--- config.mk ---
export PLATFORM = sky130hd
export DESIGN_NAME = pipe_rr_arbiter
export DESIGN_NICKNAME = d
export VERILOG_FILES = /design/src/rtl/cbb_pkg.sv /design/src/rtl/pipe_rr_arbiter_rr_pick.sv /design/src/rtl/pipe_rr_arbiter.sv
export SDC_FILE = /design/constraint.sdc
export NUM_CORES = 1
export LEC_CHECK = 0
export ABC_AREA = 1
export ABC_CLOCK_PERIOD_IN_PS = 2700
export CAP_MARGIN = 20
export CELL_PAD_IN_SITES_DETAIL_PLACEMENT = 0
export CELL_PAD_IN_SITES_GLOBAL_PLACEMENT = 1
export CORE_ASPECT_RATIO = 1.25
export CORE_MARGIN = 1.5
export CORE_UTILIZATION = 27
export DETAILED_ROUTE_END_ITERATION = 10
export GPL_TIMING_DRIVEN = 0
export PLACE_DENSITY_LB_ADDON = 0.1
export SYNTH_ARGS = -nofsm -noshare
export SYNTH_HDL_FRONTEND = slang
export SYNTH_SLANG_ARGS = --single-unit
--- constraint.sdc ---
create_clock -name clock -period 2.7 [get_ports clock]
set_input_delay 0.54 -clock clock [delete_from_list [all_inputs] [get_ports clock]]
set_output_delay 0.54 -clock clock [all_outputs]
set_load 0.005 [all_outputs]
--- src/rtl/cbb_pkg.sv ---
// Shared helpers for the common building blocks.
package cbb_pkg;

  // Width of an index into n items; never narrower than one bit.
  function automatic int idx_w(input int n);
    return (n > 1) ? $clog2(n) : 1;
  endfunction

endpackage

--- src/rtl/pipe_rr_arbiter_rr_pick.sv ---
// Rotating-priority one-hot picker: the first request at or above ptr wins,
// otherwise the scan wraps around to the lowest index.
module rr_pick
  import cbb_pkg::*;
#(
  parameter int N = 4,
  localparam int PW = idx_w(N)
) (
  input  logic [N-1:0]  req,
  input  logic [PW-1:0] ptr,
  output logic [N-1:0]  gnt
);

  logic found;

  // Two-pass scan: upper segment [ptr..N-1] first, then the wrapped segment [0..ptr-1].
  always_comb begin
    gnt   = '0;
    found = 1'b0;
    for (int i = 0; i < N; i++) begin
      if (!found && req[i] && (i >= int'(ptr))) begin
        gnt[i] = 1'b1;
        found  = 1'b1;
      end
    end
    for (int i = 0; i < N; i++) begin
      if (!found && req[i] && (i < int'(ptr))) begin
        gnt[i] = 1'b1;
        found  = 1'b1;
      end
    end
  end

endmodule

--- src/rtl/pipe_rr_arbiter.sv ---
// Burst-granular round-robin arbiter feeding one registered pipe stage.
// The captured beat carries its source index; flush kills the stage output
// and breaks any burst lock.
module pipe_rr_arbiter
  import cbb_pkg::*;
#(
  parameter int N     = 4,
  parameter int WIDTH = 16,
  localparam int IDW  = idx_w(N)
) (
  input  logic                 clock,
  input  logic                 reset,
  input  logic                 flush,
  input  logic [N-1:0]         in_valid,
  output logic [N-1:0]         in_ready,
  input  logic [N-1:0]         in_last,
  input  logic [N*WIDTH-1:0]   in_data,
  output logic                 out_valid,
  input  logic                 out_ready,
  output logic [WIDTH-1:0]     out_data,
  output logic [IDW-1:0]       out_id,
  output logic                 out_last
);

  logic             valid_q, valid_d;
  logic [WIDTH-1:0] data_q, data_d;
  logic [IDW-1:0]   id_q, id_d;
  logic             last_q, last_d;
  logic [IDW-1:0]   ptr_q, ptr_d;
  logic             lock_q, lock_d;
  logic [IDW-1:0]   owner_q, owner_d;

  logic             stageRdy;
  logic [N-1:0]     pickGnt;
  logic [N-1:0]     grant;
  logic [N-1:0]     accept;
  logic             accAny;
  logic [IDW-1:0]   accIdx;
  logic [WIDTH-1:0] accData;
  logic             accLast;

  assign stageRdy  = ~valid_q | out_ready | flush;
  assign out_valid = valid_q & ~flush;
  assign out_data  = data_q;
  assign out_id    = id_q;
  assign out_last  = last_q;

  rr_pick #(.N(N)) uPick (
    .req (in_valid),
    .ptr (ptr_q),
    .gnt (pickGnt)
  );

  // While a burst holds the lock only its owner may be granted, even if it idles.
  always_comb begin
    grant = '0;
    for (int i = 0; i < N; i++) begin
      if (lock_q) grant[i] = (owner_q == IDW'(i));
      else        grant[i] = pickGnt[i];
    end
  end

  // Reset gating keeps every requester stalled while the block is held in reset.
  assign in_ready = grant & {N{stageRdy & ~reset}};
  assign accept   = in_valid & in_ready;
  assign accAny   = |accept;

  // Grant is one-hot, so the accepted beat is a simple select.
  always_comb begin
    accIdx  = '0;
    accData = '0;
    accLast = 1'b0;
    for (int i = 0; i < N; i++) begin
      if (accept[i]) begin
        accIdx  = IDW'(i);
        accData = in_data[i*WIDTH +: WIDTH];
        accLast = in_last[i];
      end
    end
  end

  // Next-state: the stage reloads whenever it can move; last beat rotates priority,
  // any other beat locks onto its source; flush always drops the lock.
  always_comb begin
    valid_d = valid_q;
    data_d  = data_q;
    id_d    = id_q;
    last_d  = last_q;
    ptr_d   = ptr_q;
    lock_d  = lock_q;
    owner_d = owner_q;
    if (stageRdy) begin
      valid_d = accAny;
      if (accAny) begin
        data_d = accData;
        id_d   = accIdx;
        last_d = accLast;
      end
    end
    if (accAny) begin
      if (accLast) begin
        lock_d = 1'b0;
        ptr_d  = (accIdx == IDW'(N-1)) ? '0 : accIdx + IDW'(1);
      end else begin
        lock_d  = 1'b1;
        owner_d = accIdx;
      end
    end
    if (flush) lock_d = 1'b0;
  end

  // State registers with asynchronous clear.
  always_ff @(posedge clock or posedge reset) begin
    if (reset) begin
      valid_q <= 1'b0;
      data_q  <= '0;
      id_q    <= '0;
      last_q  <= 1'b0;
      ptr_q   <= '0;
      lock_q  <= 1'b0;
      owner_q <= '0;
    end else begin
      valid_q <= valid_d;
      data_q  <= data_d;
      id_q    <= id_d;
      last_q  <= last_d;
      ptr_q   <= ptr_d;
      lock_q  <= lock_d;
      owner_q <= owner_d;
    end
  end

endmodule

==> flow_summary.json <==
{
  "wl_per_cell_um": 13.3,
  "wl_um": 5720,
  "clkTransAtPathRegs_ns": 0.10,
  "clkPwrFrac": 0.100,
  "grt_max_degree": 16,
  "p_per_area_nw_per_um2": 777,
  "diodes": 0,
  "critPathCaptureType": "output port",
  "io_buffers": 99,
  "seq_area_um2": 626,
  "gp_congestion": 0.808,
  "synth-simple-area-share": 0.530,
  "yosysWarnings": 0,
  "grt_overflow_total": 0,
  "drc": 0,
  "rsz0062_at_grt": "yes",
  "start_kind": "input port",
  "cts_hold_buffers": 0,
  "syn_avg_cell_area_um2": 7.90,
  "finalNonFillerCells": 430,
  "synth_top_cell_area_share": 0.335,
  "ys_types": 30,
  "syn_inst": 236,
  "grt_pass1_vias": 2001,
  "dp_hpwl_um": 4390,
  "finClkSkew_ns": 0.00599,
  "chipWidth_um": 77.3,
  "finalMaxSlewViolations": 0,
  "hold_viol": 0,
  "synth-edff-count": 0,
  "coreArea_um2": 6610,
  "pre_cts_ws_ns": -1.24,
  "whs_ns": 0.504,
  "combinationalPowerShare": 0.604,
  "grt_first_pass_wirelength_um": 9590,
  "num_vias": 1908,
  "io_pins": 100,
  "root_buffer": "clkbuf_8",
  "synth_xor_area_frac": 0,
  "nFillCells": 724,
  "yosysSeqAreaShare": 0.335,
  "die_h_um": 95.9,
  "cts_tree": "yes",
  "groute.usage.overall": 0.168,
  "start_util": 0.282,
  "final_util": 0.466,
  "final_common_cell": "clkdlybuf4s50_1",
  "synth-adder-area-share": 0,
  "cp_max_fo": 10,
  "outcome": "complete, no violations",
  "cts_max_path_buffers": 2,
  "synth.area.top_cells": "dfrtp_1 (34%), nand2_1 (14%), nand3_1 (8.3%)",
  "ant_nets": 0,
  "viasPerCell": 4.44,
  "critPathRequiredTime_ns": 2.16,
  "p_int_w": 0.00144,
  "dieArea_um2": 7420,
  "synth_largest_area_cell": "dfrtp_1",
  "fmax_mhz": 381,
  "cts_buffers": 3,
  "critPathKind": "input port to output port",
  "clkLatencyLatePin_ns": 0.28,
  "synth_compound_area_frac": 0.0476,
  "hold_path.class": "register to register",
  "area_growth_pct": 65.2,
  "muxShareOfSynthArea": 0,
  "synthesis.area_um2": 1870,
  "synthFlopType": "dfrtp_1",
  "fin_ws_ns": 0.0738,
  "multi_input_area_um2": 1110,
  "drive_gt1_frac": 0.230,
  "cts_sinks": 25,
  "cellLeakagePower_nw": 1.45,
  "cp.arrival_ns": 2.09,
  "ys_ff_latch": 25,
  "rows": 33,
  "setup_violations": 0,
  "cts.htree.levels": 1,
  "placed_cells": 422,
  "post-route-period-util": 0.973,
  "seqPwrFrac": 0.296,
  "switching_share": 0.400,
  "nets": 420,
  "async_flop_share": 1.00,
  "syn_nets": 312,
  "synth_top_family_by_area": "simple AND/OR/NAND/NOR gates",
  "period_minus_slack_ns": 2.63,
  "worst_pin_slew_ns": 0.729,
  "vdd_drop_max_mv": 0.306,
  "p_switching_w": 0.000958,
  "drt_iter0_drc": 42,
  "dr.pass1.iters": 4,
  "final_cell_mix": "clkdlybuf4s50_1 (94), nand2_1 (67), nand3_1 (31)",
  "maxCapViolCount": 0,
  "antenna_found_initial": 0,
  "max_slew_margin": 0.511
}
-- state kept, by name, summed over array words and instances (netlist names) --
name	flops
lock_q	1
out_data	16
out_id	2
out_last	1
owner_q	2
ptr_q	2
valid_q	1
-- logic make-up after synthesis --
group | count (synthesis)
buf+inv | 28
compound gates | 14
flops | 25
simple gates | 169
-- per-stage QoR --
| stage | TNS (ns) | instance area [um^2] | total power (W) |
|---|---|---|---|
| after global routing | -0.0109 | 3080 | 0.00261 |
| after CTS | 0 | 3070 | 0.00243 |
| final | 0 | 3080 | 0.00240 |
| after floorplan | 0 | 1870 | 0.00151 |
| after detailed placement | -17.32 | 2970 | 0.00214 |
| after global placement | -16.59 | 2970 | 0.00213 |
-- repair_timing --
item | 4_1_cts | 5_1_grt
resized for setup | 15 | 5
setup buffers | 3 | 0
pin swaps | 2 | 1
setup endpoints to repair | 29 | 3
cloned | 1 | 0
-- power by group through the flow --
stage / clock (W) / sequential, W / combinational, W
after global placement: 0 / 0.000711 / 0.00142
after floorplan: 0 / 0.000709 / 0.000805
after CTS: 0.000249 / 0.000712 / 0.00147
after global routing: 0.000256 / 0.000737 / 0.00162
after detailed placement: 0 / 0.000718 / 0.00142
final: 0.000240 / 0.000710 / 0.00145
-- Yosys cell counts, types with 2 or more instances --
cell      instances
a21boi_0          2
nand2_1          68
nand4_1           5
nand3_2          11
nand3b_1         10
nand3b_2          6
dfrtp_1          25
nor2_1            7
nand3_1          31
inv_2             3
nand2_4           6
nand3_4           3
nand2_2          19
o21bai_1          2
inv_4             3
nor2_4            2
buf_2             2
a21oi_1           5
inv_1            14
buf_12            2
-- routing by layer --
| layer | vias to the layer above | wire (um) | GRT usage |
|---|---|---|---|
| li1 | 986 | - | - |
| met1 | 857 | 2280 | 0.178 |
| met2 | 61 | 3070 | 0.333 |
| met3 | 4 | 310 | 0.0284 |
| met4 | 0 | 69 | 0.0576 |
| met5 | - | 0 | 0 |
-- final timing paths --
path | from | endpoint | slack [ns] | cells past startpoint
worst max-delay path | in_valid[3] | in_ready[1] | 0.07 | 6
worst min-delay path | out_id[0]$_DFFE_PP0P_ | out_id[0]$_DFFE_PP0P_ | 0.50 | 2
max in group asynchronous | reset | out_data[0]$_DFFE_PP0P_ | 1.54 | 2
min in group asynchronous | reset | out_id[0]$_DFFE_PP0P_ | 0.74 | 3
worst min register to register | out_id[0]$_DFFE_PP0P_ | out_id[0]$_DFFE_PP0P_ | 0.50 | 2
worst max register to register | ptr_q[0]$_DFFE_PP0P_ | out_data[7]$_DFFE_PP0P_ | 0.80 | 10
-- layout make-up --
type / instances / area share
plain buffers: 8 / 0.0280
well taps: 87 / 0.0353
repair buffers: 102 / 0.328
repair inverters: 1 / 0.00162
multi-input cells: 183 / 0.360
clock buffers: 3 / 0.0134
inverters: 20 / 0.0280
clock inverters: 1 / 0.00244
flip-flops and latches: 25 / 0.203
-- critical path: stages --
cell and delay [ns]:
clkdlybuf4s50_1 0.42, buf_2 0.20, nor2_4 0.14, nand3_1 0.13, a21boi_2 0.14, clkdlybuf4s50_1 0.50
(Power assumes the default switching activity.)
